## src/rtl/ccip_rdreq_tracker_if.sv

```systemverilog
// rtl/ccip_rdreq_tracker_if.sv - snooped CCI-P C0 read request/response signals
interface ccip_rdreq_tracker_if #(
  parameter int MDATA_W = 16
);
  logic [MDATA_W-1:0] c0_tx_mdata;
  logic               c0_tx_rd_valid;
  logic               c0_tx_alm_full;
  logic [MDATA_W-1:0] c0_rx_mdata;
  logic               c0_rx_rd_valid;

  modport master (
    output c0_tx_mdata, c0_tx_rd_valid, c0_tx_alm_full,
    output c0_rx_mdata, c0_rx_rd_valid
  );

  modport slave (
    input c0_tx_mdata, c0_tx_rd_valid, c0_tx_alm_full,
    input c0_rx_mdata, c0_rx_rd_valid
  );
endinterface

```

## src/rtl/ccip_rdreq_tracker.sv

```systemverilog
// rtl/ccip_rdreq_tracker.sv - C0 read request tracker: latency, dup/orphan/timeout/overrun events
module ccip_rdreq_tracker #(
  parameter int TAG_W         = 6,
  parameter int LAT_W         = 12,
  parameter int TIMEOUT       = 2000,
  parameter int ALMFULL_SLACK = 8
) (
  input  logic                    clk_i,
  input  logic                    sys_reset_i,
  input  logic                    enable_i,
  ccip_rdreq_tracker_if.slave     c0,
  output logic [TAG_W:0]          outstanding_o,
  output logic [LAT_W-1:0]        max_latency_o,
  output logic [3:0]              err_sticky_o,
  output logic                    evt_valid_o,
  output logic [1:0]              evt_code_o,
  output logic [TAG_W-1:0]        evt_tag_o,
  output logic                    evt_lost_o
);
  localparam int DEPTH = 2 ** TAG_W;
  localparam int RUN_W = 16;
  localparam logic [LAT_W-1:0] AGE_MAX     = '1;
  localparam logic [LAT_W-1:0] TIMEOUT_AGE = LAT_W'(TIMEOUT);
  localparam logic [RUN_W-1:0] RUN_MAX     = '1;

  typedef enum logic [1:0] {
    ST_IDLE    = 2'd0,
    ST_BUSY    = 2'd1,
    ST_BUSY_TO = 2'd2
  } entry_state_e;

  entry_state_e     state_q [DEPTH];
  entry_state_e     state_d [DEPTH];
  logic [LAT_W-1:0] age_q   [DEPTH];
  logic [LAT_W-1:0] age_d   [DEPTH];

  logic [TAG_W:0]   outstanding_q, outstanding_d;
  logic [LAT_W-1:0] max_latency_q, max_latency_d;
  logic [3:0]       err_sticky_q, err_sticky_d;
  logic             evt_valid_q, evt_valid_d;
  logic [1:0]       evt_code_q, evt_code_d;
  logic [TAG_W-1:0] evt_tag_q, evt_tag_d;
  logic             evt_lost_q, evt_lost_d;
  logic [RUN_W-1:0] run_q, run_d;
  logic             almfull_prev_q, almfull_prev_d;

  logic [TAG_W-1:0] tx_tag, rx_tag, to_tag;
  logic             req, rsp, rsp_clear, orphan, dup, req_accept, overrun;
  logic             to_any, to_multi;
  logic [DEPTH-1:0] to_hit;
  logic [RUN_W-1:0] run_next;
  logic [2:0]       cause_cnt;

  assign tx_tag = c0.c0_tx_mdata[TAG_W-1:0];
  assign rx_tag = c0.c0_rx_mdata[TAG_W-1:0];
  assign req    = enable_i & c0.c0_tx_rd_valid;
  assign rsp    = enable_i & c0.c0_rx_rd_valid;

  always_comb begin
    for (int i = 0; i < DEPTH; i++) begin
      state_d[i] = state_q[i];
      age_d[i]   = age_q[i];
    end
    to_hit     = '0;
    orphan     = rsp && (state_q[rx_tag] == ST_IDLE);
    rsp_clear  = rsp && (state_q[rx_tag] != ST_IDLE);
    // The response is applied before the request, so a same-tag pair re-arms the entry.
    dup        = req && (state_q[tx_tag] != ST_IDLE) && !(rsp_clear && (rx_tag == tx_tag));
    req_accept = req && !dup;

    if (enable_i) begin
      for (int i = 0; i < DEPTH; i++) begin
        if (state_q[i] != ST_IDLE) begin
          age_d[i] = (age_q[i] == AGE_MAX) ? age_q[i] : age_q[i] + LAT_W'(1);
          if (state_q[i] == ST_BUSY && age_q[i] == TIMEOUT_AGE) begin
            state_d[i] = ST_BUSY_TO;
            to_hit[i]  = 1'b1;
          end
        end
      end
      if (rsp_clear) begin
        state_d[rx_tag] = ST_IDLE;
        age_d[rx_tag]   = '0;
        to_hit[rx_tag]  = 1'b0;
      end
      if (req_accept) begin
        state_d[tx_tag] = ST_BUSY;
        age_d[tx_tag]   = LAT_W'(1);
      end
    end
  end

  always_comb begin
    to_tag = '0;
    for (int i = DEPTH - 1; i >= 0; i--) begin
      if (to_hit[i]) to_tag = TAG_W'(i);
    end
    to_any   = |to_hit;
    to_multi = |(to_hit & (to_hit - DEPTH'(1)));
  end

  // The run counts requests made while almost-full was seen on the previous cycle.
  always_comb begin
    run_next       = (run_q == RUN_MAX) ? run_q : run_q + RUN_W'(1);
    overrun        = req && almfull_prev_q && (run_next > RUN_W'(ALMFULL_SLACK));
    run_d          = run_q;
    almfull_prev_d = almfull_prev_q;
    if (enable_i) begin
      almfull_prev_d = c0.c0_tx_alm_full;
      if (!c0.c0_tx_alm_full)        run_d = '0;
      else if (req && almfull_prev_q) run_d = run_next;
    end
  end

  always_comb begin
    cause_cnt     = 3'(orphan) + 3'(dup) + 3'(to_any) + 3'(overrun);
    outstanding_d = outstanding_q + (TAG_W+1)'(req_accept) - (TAG_W+1)'(rsp_clear);
    max_latency_d = max_latency_q;
    if (rsp_clear && age_q[rx_tag] > max_latency_q) max_latency_d = age_q[rx_tag];
    err_sticky_d  = err_sticky_q | {overrun, to_any, orphan, dup};
    evt_lost_d    = evt_lost_q | (cause_cnt > 3'd1) | to_multi;
    evt_valid_d   = cause_cnt != 3'd0;
    evt_code_d    = 2'd3;
    evt_tag_d     = '0;
    if (orphan) begin
      evt_code_d = 2'd1;
      evt_tag_d  = rx_tag;
    end else if (dup) begin
      evt_code_d = 2'd0;
      evt_tag_d  = tx_tag;
    end else if (to_any) begin
      evt_code_d = 2'd2;
      evt_tag_d  = to_tag;
    end else if (!overrun) begin
      evt_code_d = 2'd0;
    end
  end

  always_ff @(posedge clk_i or posedge sys_reset_i) begin
    if (sys_reset_i) begin
      for (int i = 0; i < DEPTH; i++) begin
        state_q[i] <= ST_IDLE;
        age_q[i]   <= '0;
      end
      outstanding_q  <= '0;
      max_latency_q  <= '0;
      err_sticky_q   <= '0;
      evt_valid_q    <= 1'b0;
      evt_code_q     <= '0;
      evt_tag_q      <= '0;
      evt_lost_q     <= 1'b0;
      run_q          <= '0;
      almfull_prev_q <= 1'b0;
    end else begin
      state_q        <= state_d;
      age_q          <= age_d;
      outstanding_q  <= outstanding_d;
      max_latency_q  <= max_latency_d;
      err_sticky_q   <= err_sticky_d;
      evt_valid_q    <= evt_valid_d;
      evt_code_q     <= evt_code_d;
      evt_tag_q      <= evt_tag_d;
      evt_lost_q     <= evt_lost_d;
      run_q          <= run_d;
      almfull_prev_q <= almfull_prev_d;
    end
  end

  assign outstanding_o = outstanding_q;
  assign max_latency_o = max_latency_q;
  assign err_sticky_o  = err_sticky_q;
  assign evt_valid_o   = evt_valid_q;
  assign evt_code_o    = evt_code_q;
  assign evt_tag_o     = evt_tag_q;
  assign evt_lost_o    = evt_lost_q;
endmodule

```

## src/flat_wrapper.sv

```systemverilog
// flat-port wrapper written by rule: the top's interface ports become plain ports
module ccip_rdreq_tracker_flat 
#(
  parameter int TAG_W         = 6,
  parameter int LAT_W         = 12,
  parameter int TIMEOUT       = 2000,
  parameter int ALMFULL_SLACK = 8
)
  (clk_i, sys_reset_i, enable_i, outstanding_o, max_latency_o, err_sticky_o, evt_valid_o, evt_code_o, evt_tag_o, evt_lost_o, c0_c0_tx_mdata, c0_c0_tx_rd_valid, c0_c0_tx_alm_full, c0_c0_rx_mdata, c0_c0_rx_rd_valid);
  ccip_rdreq_tracker_if c0_i ();
  input  logic clk_i;
  input  logic sys_reset_i;
  input  logic enable_i;
  output logic [TAG_W:0] outstanding_o;
  output logic [LAT_W-1:0] max_latency_o;
  output logic [3:0] err_sticky_o;
  output logic evt_valid_o;
  output logic [1:0] evt_code_o;
  output logic [TAG_W-1:0] evt_tag_o;
  output logic evt_lost_o;
  input wire logic [$bits(c0_i.c0_tx_mdata)-1:0] c0_c0_tx_mdata;
  input wire logic [$bits(c0_i.c0_tx_rd_valid)-1:0] c0_c0_tx_rd_valid;
  input wire logic [$bits(c0_i.c0_tx_alm_full)-1:0] c0_c0_tx_alm_full;
  input wire logic [$bits(c0_i.c0_rx_mdata)-1:0] c0_c0_rx_mdata;
  input wire logic [$bits(c0_i.c0_rx_rd_valid)-1:0] c0_c0_rx_rd_valid;
  assign c0_i.c0_tx_mdata = c0_c0_tx_mdata;
  assign c0_i.c0_tx_rd_valid = c0_c0_tx_rd_valid;
  assign c0_i.c0_tx_alm_full = c0_c0_tx_alm_full;
  assign c0_i.c0_rx_mdata = c0_c0_rx_mdata;
  assign c0_i.c0_rx_rd_valid = c0_c0_rx_rd_valid;
  ccip_rdreq_tracker #(.TAG_W(TAG_W), .LAT_W(LAT_W), .TIMEOUT(TIMEOUT), .ALMFULL_SLACK(ALMFULL_SLACK)) u_core (.clk_i(clk_i), .sys_reset_i(sys_reset_i), .enable_i(enable_i), .c0(c0_i), .outstanding_o(outstanding_o), .max_latency_o(max_latency_o), .err_sticky_o(err_sticky_o), .evt_valid_o(evt_valid_o), .evt_code_o(evt_code_o), .evt_tag_o(evt_tag_o), .evt_lost_o(evt_lost_o));
endmodule
```

## config.mk

```make
export PLATFORM = sky130hd
export DESIGN_NAME = ccip_rdreq_tracker_flat
export DESIGN_NICKNAME = d
export VERILOG_FILES = /design/src/rtl/ccip_rdreq_tracker_if.sv /design/src/rtl/ccip_rdreq_tracker.sv /design/src/flat_wrapper.sv
export SDC_FILE = /design/constraint.sdc
export NUM_CORES = 2
export LEC_CHECK = 0
export ABC_AREA = 1
export ABC_CLOCK_PERIOD_IN_PS = 78300
export CAP_MARGIN = 20
export CELL_PAD_IN_SITES_DETAIL_PLACEMENT = 0
export CELL_PAD_IN_SITES_GLOBAL_PLACEMENT = 1
export CORE_ASPECT_RATIO = 1.75
export CORE_UTILIZATION = 35
export DETAILED_ROUTE_END_ITERATION = 8
export PLACE_DENSITY_LB_ADDON = 0.1
export SETUP_SLACK_MARGIN = 0.02
export SLEW_MARGIN = 40
export SYNTH_ARGS = -nofsm -noshare
export SYNTH_HDL_FRONTEND = slang
export SYNTH_SLANG_ARGS = --single-unit
```

## constraint.sdc

```tcl
create_clock -name clk_i -period 78.3 [get_ports clk_i]
set_input_delay 19.575 -clock clk_i [delete_from_list [all_inputs] [get_ports clk_i]]
set_output_delay 19.575 -clock clk_i [all_outputs]
set_load 0.02 [all_outputs]
```

==> impl_results.md <==
- Status: completed
- Site row count: about 210
- Met3 usage: between 5 and 6%
- Critical path peak fanout: 16
- Post-Syn Area per Cell: 7.28 µm²
- DP HPWL: around 250000 µm
- Routed wire length: around 340000 µm
- Vias in the first global route: 70000
- Yosys reg bits: 946
- H-tree levels: 3
- Synth Flop Type: dfrtp_1
- Sequential-to-total area share from yosys stat: 35.3%
- Total die area: 194000 µm²
- Total GRT Usage: around a third
- Req. time, crit path: between 70 and 80 ns
- Final setup violation count: 0
- Clock Latency Late Sink: about 0.8 ns
- Clock Tree Root: clkbuf_16
- Initial antenna violation count: 14
- Top-area cell type share of the netlist area: roughly a third
- Routed wire per std cell: 28.6 µm
- Power Density: between 20 and 30 nW/µm²
- Clock Path Buffers: 3
- Total grt overflow: 0
- Critical Path AT: about 31 ns
- First-pass GRT wire length: 484000 µm
- Largest area contributor in the netlist: dfrtp_1
- CTS tree: yes
- DRT Pass-1 Iters: 8
- P&R area growth vs syn: 11.9%
- Startpoint types: primary input
- Syn Nets: 9414
- I/O pin cnt: 71
- Routability Congestion: between 0.9 and 1
- DRC: 0
- Fmax: 0.0333 GHz
- GRT met1 Usage: a little under two fifths
- Top post-synthesis cells by area: dfrtp_1 (35%), o22ai_1 (10%), nand2_1 (8.6%)
- Leak Pwr: between 0.03 and 0.04 µW
- Clock Skew: ~0.032 ns
- Chip Height: around 580 µm
- Starting density of the core: 35.3%
- Total Nets Final: between 9000 and 10000
- Worst hold slack: between 0.4 and 0.5 ns
- Die width: 333 µm
- Postcts setup bufs: 0
- Max VDD drop: 0.0275 mV
- Tmin final: between 30 and 40 ns
- RSZ-0062 raised after global routing: no
- Crit-path most repeated cell: nand2_1
- Via count: about 71000
- Netlist cell types: 75
- Number of port buffers: 50
- Sink Count: between 900 and 1000
- Final Hold Fails: 0
- Num CTS Buffers: 110
- Final setup TNS: 0 ns
- Slew headroom: approximately 36%
- DRT iter0 DRCs: between 6000 and 7000
- Share of post-route cells with drive strength above 1: 5.51%
- Least-Margin Pin Slew: ~0.95 ns
- ANT nets after route: 0
- Pin count of the biggest net entering global routing: 149
- Grt peak-use layer: met2
- Max Slew Vio Count: 0
- Setup crit end kind: flip-flop
- # hold bufs at CTS: 0
- Count of flip-flops with a built-in enable after synthesis: 0
- Core Region: 190000 µm²
- Crit Path Class: in -> reg
- Max capacitance violation total: 0
- Asr flop ratio synth: 100%
- # resized after CTS: 0
- Worst min-delay path category: reg -> reg
- Period utilisation layout: between 30% and 40%
- Ys Warns: 0
- CP max-delay cell: clkdlybuf4s50_1
- Worst-path clk slew: about 0.070 ns
- Vias per inst: a little over 6
- Delay of the slowest critical-path stage: approximately 0.93 ns
- Synthesized instance count: just over 9000
- Grt met2 use: around 58%
- Synthesized cell area: ~67000 µm²
## area by class of cell
cell class,instances,area (µm²)
fillers,20200,115000
multi-input cells,6541,37500
flip-flops and latches,946,23700
inverters,1416,5360
clock buffers,167,3370
well taps,2461,3080
repair buffers,177,1680
clock inverters,40,488
diodes,6,15.0
## layout by cell type, fill, tap and decap left out, types with 19 or more instances in the layout
cell type	netlist	layout
clkbuf_16	0	111
a31oi_1	92	91
or2_2	19	19
o221ai_1	38	38
nor2_1	705	686
o22ai_1	1102	1102
o41ai_2	0	26
ha_1	151	151
nor4_1	246	244
o41ai_1	70	33
nand2_1	1543	1543
o32ai_1	20	20
a221oi_1	58	58
dfrtp_1	946	946
buf_4	4	105
a22oi_1	138	138
clkdlybuf4s50_1	0	48
o21ai_0	395	393
o2111ai_1	35	31
nand3_1	418	418
clkbuf_8	0	38
nand4_1	273	273
xor2_1	458	458
nor3_1	385	374
inv_1	1382	1376
clkinv_2	0	23
a21oi_1	219	218
## cell usage after synthesis (6+ instances only)
master,instances
nand2_1,1543
inv_1,1382
o22ai_1,1102
dfrtp_1,946
nor2_1,705
xor2_1,458
nand3_1,418
o21ai_0,395
nor3_1,385
nand4_1,273
clkbuf_1,268
nor4_1,246
a21oi_1,219
ha_1,151
a22oi_1,138
a31oi_1,92
o41ai_1,70
a221oi_1,58
o221ai_1,38
o2111ai_1,35
buf_1,27
inv_2,20
o32ai_1,20
or2_2,19
nand2_2,17
buf_2,14
a41oi_1,12
clkinv_1,12
o31ai_1,10
a211oi_1,8
nand3_2,7
nor2_4,7
o311ai_0,7
a221o_1,6
buf_6,6
nor2_2,6
nor2_8,6
o21a_1,6
## sequential cells by signal, summed over array words and instances (netlist names)
signal and cells:
u_core.run_q 16, u_core.evt_valid_o 1, u_core.max_latency_o 12, u_core.almfull_prev_q 1
u_core.evt_lost_o 1, u_core.age_q 768, u_core.evt_code_o 2, u_core.err_sticky_o 4
u_core.evt_tag_o 6, u_core.state_q 128, u_core.outstanding_o 7
## critical path, delay by kind of cell
kind / cells / cell delay, ns
adder cells (fa/ha/maj): 2 / 0.43
AO/OA/AOI/OAI: 11 / 2.45
AND/OR/NAND/NOR: 25 / 6.05
buffers and inverters: 5 / 2.08
## power by group
| group | switching, µW | total [µW] | internal [µW] |
|---|---|---|---|
| Combinational | 551 | 807 | 256 |
| Sequential | 173 | 805 | 632 |
| Clock | 248 | 571 | 323 |
## metal layers
| layer | part of all wire, % | wire [µm] | up-vias |
|---|---|---|---|
| met5 | 0.024 | 80 | - |
| met4 | 9.7 | 32500 | 12 |
| met3 | 6.4 | 21400 | 938 |
| met2 | 48 | 162000 | 2869 |
| met1 | 36 | 120000 | 35200 |
| li1 | - | - | 32400 |
## through the flow
stage                     util (%)  power [µW]  worst slack (ns)  cells  area, µm²
after global routing          39.5        2310             48.05  11700      75100
after global placement        37.1        1590             47.56  11500      70700
after CTS                     39.4        2180             48.78  11700      75100
final                         39.5        2180             48.26  11800      75200
after detailed placement      37.4        1600             48.02  11500      71200
after floorplan                  -        1310             32.12   9223      67200
## cell families (layout without fill, tap and decap cells)
kind of cell             after synthesis  after routing  synth area share, %
buffers and inverters               1736           1800                 9.84
AO/OA/AOI/OAI                       2263           2263                 21.4
other                                  0              6                    0
multiplexers                           1              1               0.0149
AND/OR/NAND/NOR                     3664           3664                 24.7
XOR/XNOR                             459            459                 5.99
flip-flops                           946            946                 35.3
adder cells (fa/ha/maj)              154            154                 2.89
## final timing paths
path	start	to	slack, ns	cells after the start
worst max-delay path	c0_c0_rx_mdata[1]	u_core.evt_lost_o	48.26	43
worst min-delay path	u_core.err_sticky_o[3]	u_core.err_sticky_o[3]	0.47	1
worst max register to register	u_core.state_q[63]	u_core.evt_lost_o	68.06	42
worst min register to register	u_core.err_sticky_o[3]	u_core.err_sticky_o[3]	0.47	1
max in group asynchronous	sys_reset_i	u_core.age_q[136]	55.00	9
min in group asynchronous	sys_reset_i	u_core.run_q[0]	19.23	2
Power figures use the tool's default switching activity.
